$ cat src/rtl/count_seq_ctrl_pkg.sv
`default_nettype none
// +----------------------------------------------------------------------+
// | count_seq_pkg : state encoding and hex-to-7-segment decode           |
// | Rev 1.0                                                              |
// +----------------------------------------------------------------------+
package count_seq_pkg;

  localparam logic [1:0] C_ST_IDLE  = 2'b00;
  localparam logic [1:0] C_ST_RUN   = 2'b01;
  localparam logic [1:0] C_ST_PAUSE = 2'b10;
  localparam logic [1:0] C_ST_DONE  = 2'b11;

  typedef enum logic [1:0] {
    ST_IDLE  = C_ST_IDLE,
    ST_RUN   = C_ST_RUN,
    ST_PAUSE = C_ST_PAUSE,
    ST_DONE  = C_ST_DONE
  } state_t;

  // Active-low segment pattern, bit order {g,f,e,d,c,b,a}
  function automatic logic [6:0] hex_to_seg(input logic [3:0] hex);
    logic [6:0] seg;
    case (hex)
      4'h0: seg = 7'h40;
      4'h1: seg = 7'h79;
      4'h2: seg = 7'h24;
      4'h3: seg = 7'h30;
      4'h4: seg = 7'h19;
      4'h5: seg = 7'h12;
      4'h6: seg = 7'h02;
      4'h7: seg = 7'h78;
      4'h8: seg = 7'h00;
      4'h9: seg = 7'h10;
      4'hA: seg = 7'h08;
      4'hB: seg = 7'h03;
      4'hC: seg = 7'h46;
      4'hD: seg = 7'h21;
      4'hE: seg = 7'h06;
      default: seg = 7'h0E;
    endcase
    return seg;
  endfunction

endpackage
`default_nettype wire

$ cat src/rtl/count_seq_ctrl_tick_gen.sv
`default_nettype none
// +----------------------------------------------------------------------+
// | tick_gen : count-enable divider, fires when count equals div_val     |
// | Rev 1.0                                                              |
// +----------------------------------------------------------------------+
module tick_gen #(
  parameter int DIV_W = 16
) (
  input  logic             clk,
  input  logic             rst_n,
  input  logic             en,
  input  logic             clr,
  input  logic [DIV_W-1:0] div_val,
  output logic             tick
);

  logic [DIV_W-1:0] r_div_cnt;

  assign tick = en && (r_div_cnt == div_val);

  // Holds its value while disabled so a paused run resumes mid-period
  always_ff @(posedge clk or negedge rst_n) begin
    if (!rst_n) begin
      r_div_cnt <= '0;
    end else if (clr) begin
      r_div_cnt <= '0;
    end else if (en) begin
      r_div_cnt <= tick ? '0 : r_div_cnt + DIV_W'(1);
    end
  end

endmodule
`default_nettype wire

$ cat src/rtl/count_seq_ctrl.sv
`default_nettype none
// +----------------------------------------------------------------------+
// | count_seq_ctrl : run/pause/step/clear sequencer for a hex counter    |
// | with registered 7-segment output. Rev 1.0                            |
// +----------------------------------------------------------------------+
module count_seq_ctrl
  import count_seq_pkg::*;
#(
  parameter int DIV_W          = 16,
  parameter bit SEG_ACTIVE_LOW = 1'b1
) (
  input  logic             clk,
  input  logic             rst_n,
  input  logic             start_i,
  input  logic             stop_i,
  input  logic             step_i,
  input  logic             clear_i,
  input  logic             dir_i,
  input  logic             wrap_i,
  input  logic [DIV_W-1:0] div_val_i,
  output logic [3:0]       count_o,
  output logic [6:0]       seg_o,
  output logic             tick_o,
  output logic [1:0]       state_o,
  output logic             done_o
);

  localparam logic [6:0] C_SEG_RST = SEG_ACTIVE_LOW ? hex_to_seg(4'h0) : ~hex_to_seg(4'h0);

  state_t           r_state;
  logic [3:0]       r_count;
  logic [6:0]       r_seg;
  logic             r_tick;
  logic             r_done;
  logic [DIV_W-1:0] r_div_lat;

  state_t           w_next_state;
  logic [3:0]       w_next_count;
  logic             w_adv_req;
  logic             w_adv_ok;
  logic             w_blocked;
  logic             w_tg_en;
  logic             w_tg_clr;
  logic             w_tg_tick;
  logic             w_lat_load;
  logic [6:0]       w_seg_raw;
  logic [6:0]       w_seg_next;

  assign w_tg_en = (r_state == ST_RUN) && !stop_i;

  tick_gen #(
    .DIV_W (DIV_W)
  ) u_tick_gen (
    .clk     (clk),
    .rst_n   (rst_n),
    .en      (w_tg_en),
    .clr     (w_tg_clr),
    .div_val (r_div_lat),
    .tick    (w_tg_tick)
  );

  assign w_blocked = !wrap_i && (dir_i ? (r_count == 4'hF) : (r_count == 4'h0));

  // Only the highest-priority asserted command is acted on: clear > stop > start > step
  always_comb begin
    w_next_state = r_state;
    w_next_count = r_count;
    w_adv_req    = 1'b0;
    w_adv_ok     = 1'b0;
    w_tg_clr     = 1'b0;
    w_lat_load   = 1'b0;
    if (clear_i) begin
      w_next_state = ST_IDLE;
      w_next_count = 4'h0;
      w_tg_clr     = 1'b1;
    end else begin
      case (r_state)
        ST_IDLE: begin
          if (!stop_i) begin
            if (start_i) begin
              w_next_state = ST_RUN;
              w_tg_clr     = 1'b1;
              w_lat_load   = 1'b1;
            end else if (step_i) begin
              w_adv_req = 1'b1;
            end
          end
        end
        ST_RUN: begin
          if (stop_i) begin
            w_next_state = ST_PAUSE;
          end else if (w_tg_tick) begin
            w_adv_req = 1'b1;
          end
        end
        ST_PAUSE: begin
          if (!stop_i) begin
            if (start_i) begin
              w_next_state = ST_RUN;
            end else if (step_i) begin
              w_adv_req = 1'b1;
            end
          end
        end
        default: begin
          w_next_state = r_state;
        end
      endcase
      // A saturated advance leaves the count alone and parks in DONE
      if (w_adv_req) begin
        if (w_blocked) begin
          w_next_state = ST_DONE;
        end else begin
          w_adv_ok     = 1'b1;
          w_next_count = dir_i ? r_count + 4'd1 : r_count - 4'd1;
        end
      end
    end
  end

  assign w_seg_raw  = hex_to_seg(w_next_count);
  assign w_seg_next = SEG_ACTIVE_LOW ? w_seg_raw : ~w_seg_raw;

  always_ff @(posedge clk or negedge rst_n) begin
    if (!rst_n) begin
      r_state <= ST_IDLE;
    end else begin
      r_state <= w_next_state;
    end
  end

  always_ff @(posedge clk or negedge rst_n) begin
    if (!rst_n) begin
      r_count   <= 4'h0;
      r_seg     <= C_SEG_RST;
      r_tick    <= 1'b0;
      r_done    <= 1'b0;
      r_div_lat <= '0;
    end else begin
      r_count <= w_next_count;
      r_seg   <= w_seg_next;
      r_tick  <= w_adv_ok;
      r_done  <= (w_next_state == ST_DONE);
      if (w_lat_load) begin
        r_div_lat <= div_val_i;
      end
    end
  end

  assign count_o = r_count;
  assign seg_o   = r_seg;
  assign tick_o  = r_tick;
  assign state_o = r_state;
  assign done_o  = r_done;

endmodule
`default_nettype wire

$ cat config.mk
export PLATFORM = sky130hd
export DESIGN_NAME = count_seq_ctrl
export DESIGN_NICKNAME = d
export VERILOG_FILES = /design/src/rtl/count_seq_ctrl_pkg.sv /design/src/rtl/count_seq_ctrl_tick_gen.sv /design/src/rtl/count_seq_ctrl.sv
export SDC_FILE = /design/constraint.sdc
export NUM_CORES = 1
export LEC_CHECK = 0
export CAP_MARGIN = 20
export CORE_MARGIN = 2
export CORE_UTILIZATION = 54
export DETAILED_ROUTE_END_ITERATION = 10
export GPL_TIMING_DRIVEN = 0
export PLACE_DENSITY = 0.8
export SETUP_SLACK_MARGIN = 0.3
export SYNTH_ARGS = -nofsm -noshare
export SYNTH_HDL_FRONTEND = slang
export SYNTH_SLANG_ARGS = --single-unit
$ cat constraint.sdc
create_clock -name clk -period 4 [get_ports clk]
set_clock_uncertainty 0.2 [all_clocks]
set_input_delay 0.8 -clock clk [delete_from_list [all_inputs] [get_ports clk]]
set_output_delay 0.8 -clock clk [all_outputs]
set_load 0.01 [all_outputs]
* After elaboration in Yosys (flattened, before gate mapping)
Memory sizes are Yosys's and may differ from the RTL's. A register that Yosys moved wholly into a read port is not among the register bits.
Cells that the tools add are included.
** Operators by class
- Add/subtract/negate cells :: 3
- Muxes and demuxes :: 30
- Equal/unequal tests :: 5
- Reductions and logical operators :: 10
** Operators with widths (number)
- 16-bit 2-to-1 mux :: 3
- 16-bit by 1-bit adder with 16-bit output (second input constant) :: 1
- 16-bit equality test :: 1
- 4-bit 2-to-1 mux :: 4
- 1-bit 2-to-1 mux :: 15
- 2-bit 2-to-1 mux :: 6
- 4-bit by 1-bit adder with 4-bit output (second input constant) :: 1
- 2-bit equality test (second input constant) :: 2
- 4-bit equality test (second input constant) :: 1
- 4-bit zero test :: 1
- 2-bit case mux with 2 select lines :: 1
- 4-bit by 1-bit subtractor with 4-bit output (second input constant) :: 1
- 1-bit logical AND :: 3
- 1-bit zero test :: 3
- 2-bit by 1-bit equality test with 1-bit output (second input constant) :: 1
- 2-bit zero test :: 1
- 1-bit case mux with 2 select lines :: 1
- 2-bit nonzero test :: 1
- 2-bit OR reduction :: 1
** Storage, ports and cells
- Logic and storage cells :: 55
- Output and inout port bits :: 15
- Memories :: 1
- Memory bits (read-only) :: 112
- Bits in registers :: 40
** Memories
- (no name shown) :: depth 16, bits a word 7, rd ports 1, clocked after memory_dff 1, wr ports 0, RTL line count_seq_ctrl_pkg.sv:23 : case (hex)

* Depth between registers and ports, before layout
- Word-level depth :: 10
- Depth in mapped cells :: 12
- Mapped depth without buffers :: 11

* By module
Synthesis repeated with hierarchy kept, for this count alone.
** Second synthesis, totals
- Cell total of the unflattened synthesis :: 260
- Area, all modules :: 2727.6 sq um
** By module, submodules not included
- count_seq_ctrl :: sequential area each 777.0 sq um, times used 1, area an instance 1627.8 sq um, cells an instance 137
- tick_gen :: sequential area each 400.4 sq um, times used 1, area an instance 1099.8 sq um, cells an instance 123

* Worst setup path before layout
Ideal clock, no wire load.
- Path type :: input -> register
- Start :: in stop_i
- End :: reg r_seg[0] (netlist: seg_o[0])
- Buffers on the path :: 0
- Setup time :: 0.120 ns
- Cell stages on the path :: 10
- Arrival :: 3.081 ns
- Setup slack :: 0.598 ns
- Data required time :: 3.680 ns
- Cells stage by stage :: or3b_4 > nor4_4 > nand3_2 > o31ai_4 > mux2i_1 > nor2_1 > inv_1 > ha_1 > or3_1 > o211a_1
** Between the ends
- Cells in the longest elaborated chain, start to end :: 9
- Elaborated cells on any way between the ends :: 10
- Classes of those cells :: mux: 7; reduce/logical: 3
** Ends and longest elaborated chain
- start, declared :: RTL line count_seq_ctrl.sv:15 : input logic stop_i,
- 1-bit zero test
- 1-bit logical AND :: RTL line count_seq_ctrl.sv:49 : assign w_tg_en = (r_state == ST_RUN) && !stop_i;
- 1-bit logical AND :: RTL line count_seq_ctrl_tick_gen.sv:19 : assign tick = en && (r_div_cnt == div_val);
- 1-bit 2-to-1 mux :: RTL line count_seq_ctrl.sv:92 : end else if (w_tg_tick) begin
- 1-bit 2-to-1 mux :: RTL line count_seq_ctrl.sv:90 : if (stop_i) begin
- 1-bit case mux with 2 select lines (*) :: RTL line count_seq_ctrl.sv:77 : case (r_state)
- 1-bit 2-to-1 mux (*) :: RTL line count_seq_ctrl.sv:72 : if (clear_i) begin
- 4-bit 2-to-1 mux (*) :: RTL line count_seq_ctrl.sv:110 : if (w_adv_req) begin
- 4-bit 2-to-1 mux (*) :: RTL line count_seq_ctrl.sv:72
- via w_next_count[1] :: RTL line count_seq_ctrl.sv:38 : logic [3:0] w_next_count;
- end, declared :: RTL line count_seq_ctrl.sv:32 : logic [6:0] r_seg;
Mark *: on every way through the listed nets, which the timed path passes. The rest lies on a longest branch. The select of a mux whose other input is x is not followed.
A chain may end at the register's enable or synchronous reset.

* Worst setup path after layout
- Start :: in dir_i
- End :: reg r_seg[0] (netlist: seg_o[0])
** Between the ends
- Cells in the longest elaborated chain, start to end :: 5
- Elaborated cells on any way between the ends :: 6
- Classes of those cells :: mux: 5; reduce/logical: 1
** Ends and longest elaborated chain
- start, declared :: RTL line count_seq_ctrl.sv:18 : input logic dir_i,
- 1-bit 2-to-1 mux :: RTL line count_seq_ctrl.sv:62 : assign w_blocked = !wrap_i && (dir_i ? (r_count == 4'hF) : (r_count == 4'h0));
- 1-bit logical AND :: RTL line count_seq_ctrl.sv:62
- 4-bit 2-to-1 mux (*) :: RTL line count_seq_ctrl.sv:111 : if (w_blocked) begin
- 4-bit 2-to-1 mux (*) :: RTL line count_seq_ctrl.sv:110
- 4-bit 2-to-1 mux (*) :: RTL line count_seq_ctrl.sv:72
- via w_next_count[3] :: RTL line count_seq_ctrl.sv:38
Mark *: on every way through the listed nets, which the timed path passes. The rest lies on a longest branch.

==> run metrics <==
run status finished, final reports clean; Final period util 0.882; switching share of power 0.255; FMAX 0.283 GHz; Final #Nets 321; switching power 0.285 mW; CP max stage delay 450 ps; DIE WIDTH 72.7 um; Synth cell types 46; Post-Synthesis Cells 238; top cell type's share of synthesized area 0.452; Seq pwr share 0.501; vias per cell 5.57; synth cell count leaders dfrtp_1 (46), nor2_1 (26), xor2_1 (19); FF+latch count, synth 47; most common cell in the netlist dfrtp_1; Clock power frac 0.322; chip height 72.7 um; Setup CP Type input pin to register; Sink Count 47; Hold Path Class input pin to asynchronous set/reset pin; die area 5280 um2; P per Cell Area 354 nW/um2; Mean Syn Cell Area 10.7 um2; Maximum Capacitance Violations 0; crit path DAT 3520 ps; hold_buf cts 0; YS warnings 0; post-route antenna net violation count 0; reg2reg start u_tick_gen.r_div_cnt[7]; initial antenna violation count 0; final WL 5270 um; endpoints failing hold 0; LEAKAGE 1.39 nW; Least-Margin Pin Slew 672 ps; Post-Layout Cell Count 340; ys async rst share 1.00; Pre-antenna DRT Iters 4; Antenna Cells 0; H-tree depth 2; Crit Path Max Fanout 8; final instance area 3160 um2; DR vias 1893; worst path required time 4000 ps; Rows 24; R2R Path End seg_o[0]; top_reg_cell synth dfrtp_1; cts bufs inserted 5; RSZ-0062 raised after global routing false; DR iter-0 viols 115; Relative slew margins 0.548; Total Routing Usage GR 0.217; Fillers 315; Power Total 1.12 mW; placed cell areas 3000 um2; internal power 0.836 mW; largest net degree at the start of global routing 28; Initial Util 0.573; top post-synthesis cells by area dfrtp_1 (45%), mux2_2 (7.5%), xor2_1 (6.5%); Syn Nets 272; CP Cell Sequence clkdlybuf4s50_1 > inv_1 > ha_1 > a21oi_1 > and3_1 > o22ai_1 > a211oi_2 > mux2i_2 > inv_2 > or3_1 > o211a_1; DP Wirelength 3870 um; Min Hold Slack 255 ps; Placeable Area 4440 um2; layout cell share with drive strength beyond 1 0.153; sequential area share after synthesis 0.462; Post-synth EDFFs 0; area of the mapped netlist 2550 um2; vias in the first global route 1819; first-pass GRT wire length 8750 um; clock buffer depth 2; Overflow after GRT 0; Synth area leader dfrtp_1; Routed wire per std cell 15.5 um; CP max-delay cell clkdlybuf4s50_1; synthesis-to-finish area growth 24.2%; GPL Wtd Cong 0.866; Slew Limit Fails 0; root buf cell clkbuf_8; DRC 0; Critical Path Start Type input pin; placed cell count 328; R2R Setup Slk 520 ps; CTS clock-pin slew for the worst setup and hold paths 80 ps; combinational share of power 0.177; crit path capture type register; Worst R2R Path Depth 10; CTS tree done; # port buffers 37; I/O pins 39; Worst VDD drop 241 uV; crit path time final 3530 ps; clock latency on the worst-skew pair 300 ps; Setup Viol. Count Final 0
cell usage in the layout, fill, tap and decap left out, types with 2 or more instances in the layout:
master / n
a22o_1: 2
buf_6: 3
o21ai_0: 7
xnor2_1: 11
nand3b_1: 2
mux2_2: 17
and4_1: 2
clkbuf_1: 5
clkdlybuf4s50_1: 35
nor2b_1: 3
a21oi_1: 7
nand3_1: 8
nor3_1: 4
nor4_1: 3
inv_1: 11
nand4_1: 3
nand2_1: 12
dfrtp_1: 46
buf_4: 2
nor2_1: 25
xor2_1: 19
clkbuf_8: 6
o22ai_1: 2
or3_1: 3
and3_1: 3
ha_1: 9
mux2i_1: 8
registers in the layout, indices dropped and copies added (netlist names):
name	flops
tick_o	1
seg_o	7
count_o	4
r_div_lat	16
u_tick_gen.r_div_cnt	16
done_o	1
state_o	2
final cells by class:
class                   count  area (um2)  share of cell area
multi-input cells         173        1300               0.412
inverters                  12        45.0              0.0142
clock buffers               6        82.6              0.0261
clock inverters             2        35.0              0.0111
well taps                  52        65.1              0.0206
plain buffers               6        30.0             0.00949
flip-flops and latches     47        1180               0.372
repair buffers             42         425               0.134
power by group through the flow:
stage          clock, mW  combinational (mW)  sequential (mW)
2_1_floorplan          0               0.118            0.564
3_3_place_gp           0               0.186            0.570
3_5_place_dp           0               0.194            0.571
4_1_cts            0.365               0.198            0.562
5_1_grt            0.384               0.217            0.569
6_report           0.361               0.199            0.561
worst max-delay path by stage:
stage	start	to	cells after the start
detailed placement	stop_i	seg_o[0]	11
floorplan	stop_i	seg_o[0]	10
global placement	stop_i	seg_o[0]	11
finish	dir_i	seg_o[0]	11
global route	dir_i	seg_o[0]	11
CTS	stop_i	seg_o[1]	13
through the flow:
| step | setup WS, ps | util | setup TNS (ps) |
|---|---|---|---|
| 2_1_floorplan | 598 | - | 0 |
| 3_3_place_gp | -172 | 0.671 | -329 |
| 3_5_place_dp | -173 | 0.675 | -345 |
| 4_1_cts | 309 | 0.707 | 0 |
| 5_1_grt | 326 | 0.712 | 0 |
| 6_report | 470 | 0.712 | 0 |
what timing repair did:
action,4_1_cts,5_1_grt
pin swaps,2,2
endpoints found under the setup margin,2,7
buffers inserted,3,1
resized for setup,1,5
gates cloned,0,0
kinds of logic (layout without fill, tap and decap cells):
group / after synthesis / after routing / synth area share
flip-flops: 47 / 47 / 0.462
multiplexers: 26 / 26 / 0.111
AND/OR/NAND/NOR: 78 / 78 / 0.161
XOR/XNOR: 30 / 30 / 0.103
adder cells (fa/ha/maj): 10 / 10 / 0.0521
buffers and inverters: 18 / 68 / 0.0295
AO/OA/AOI/OAI: 29 / 29 / 0.0815
worst max-delay path, delay by kind of cell:
kind,cells,cell delay [ps]
multiplexers,1,440
AND/OR/NAND/NOR,2,560
adder cells (fa/ha/maj),1,370
buffers and inverters,3,730
AO/OA/AOI/OAI,4,630
metal layers:
layer,track usage,part of all wire
met1,0.314,0.48
met2,0.337,0.48
met3,0.0387,0.034
met4,0.0597,0.015
met5,0,0
Note: power is estimated with default switching activity, not from simulation.
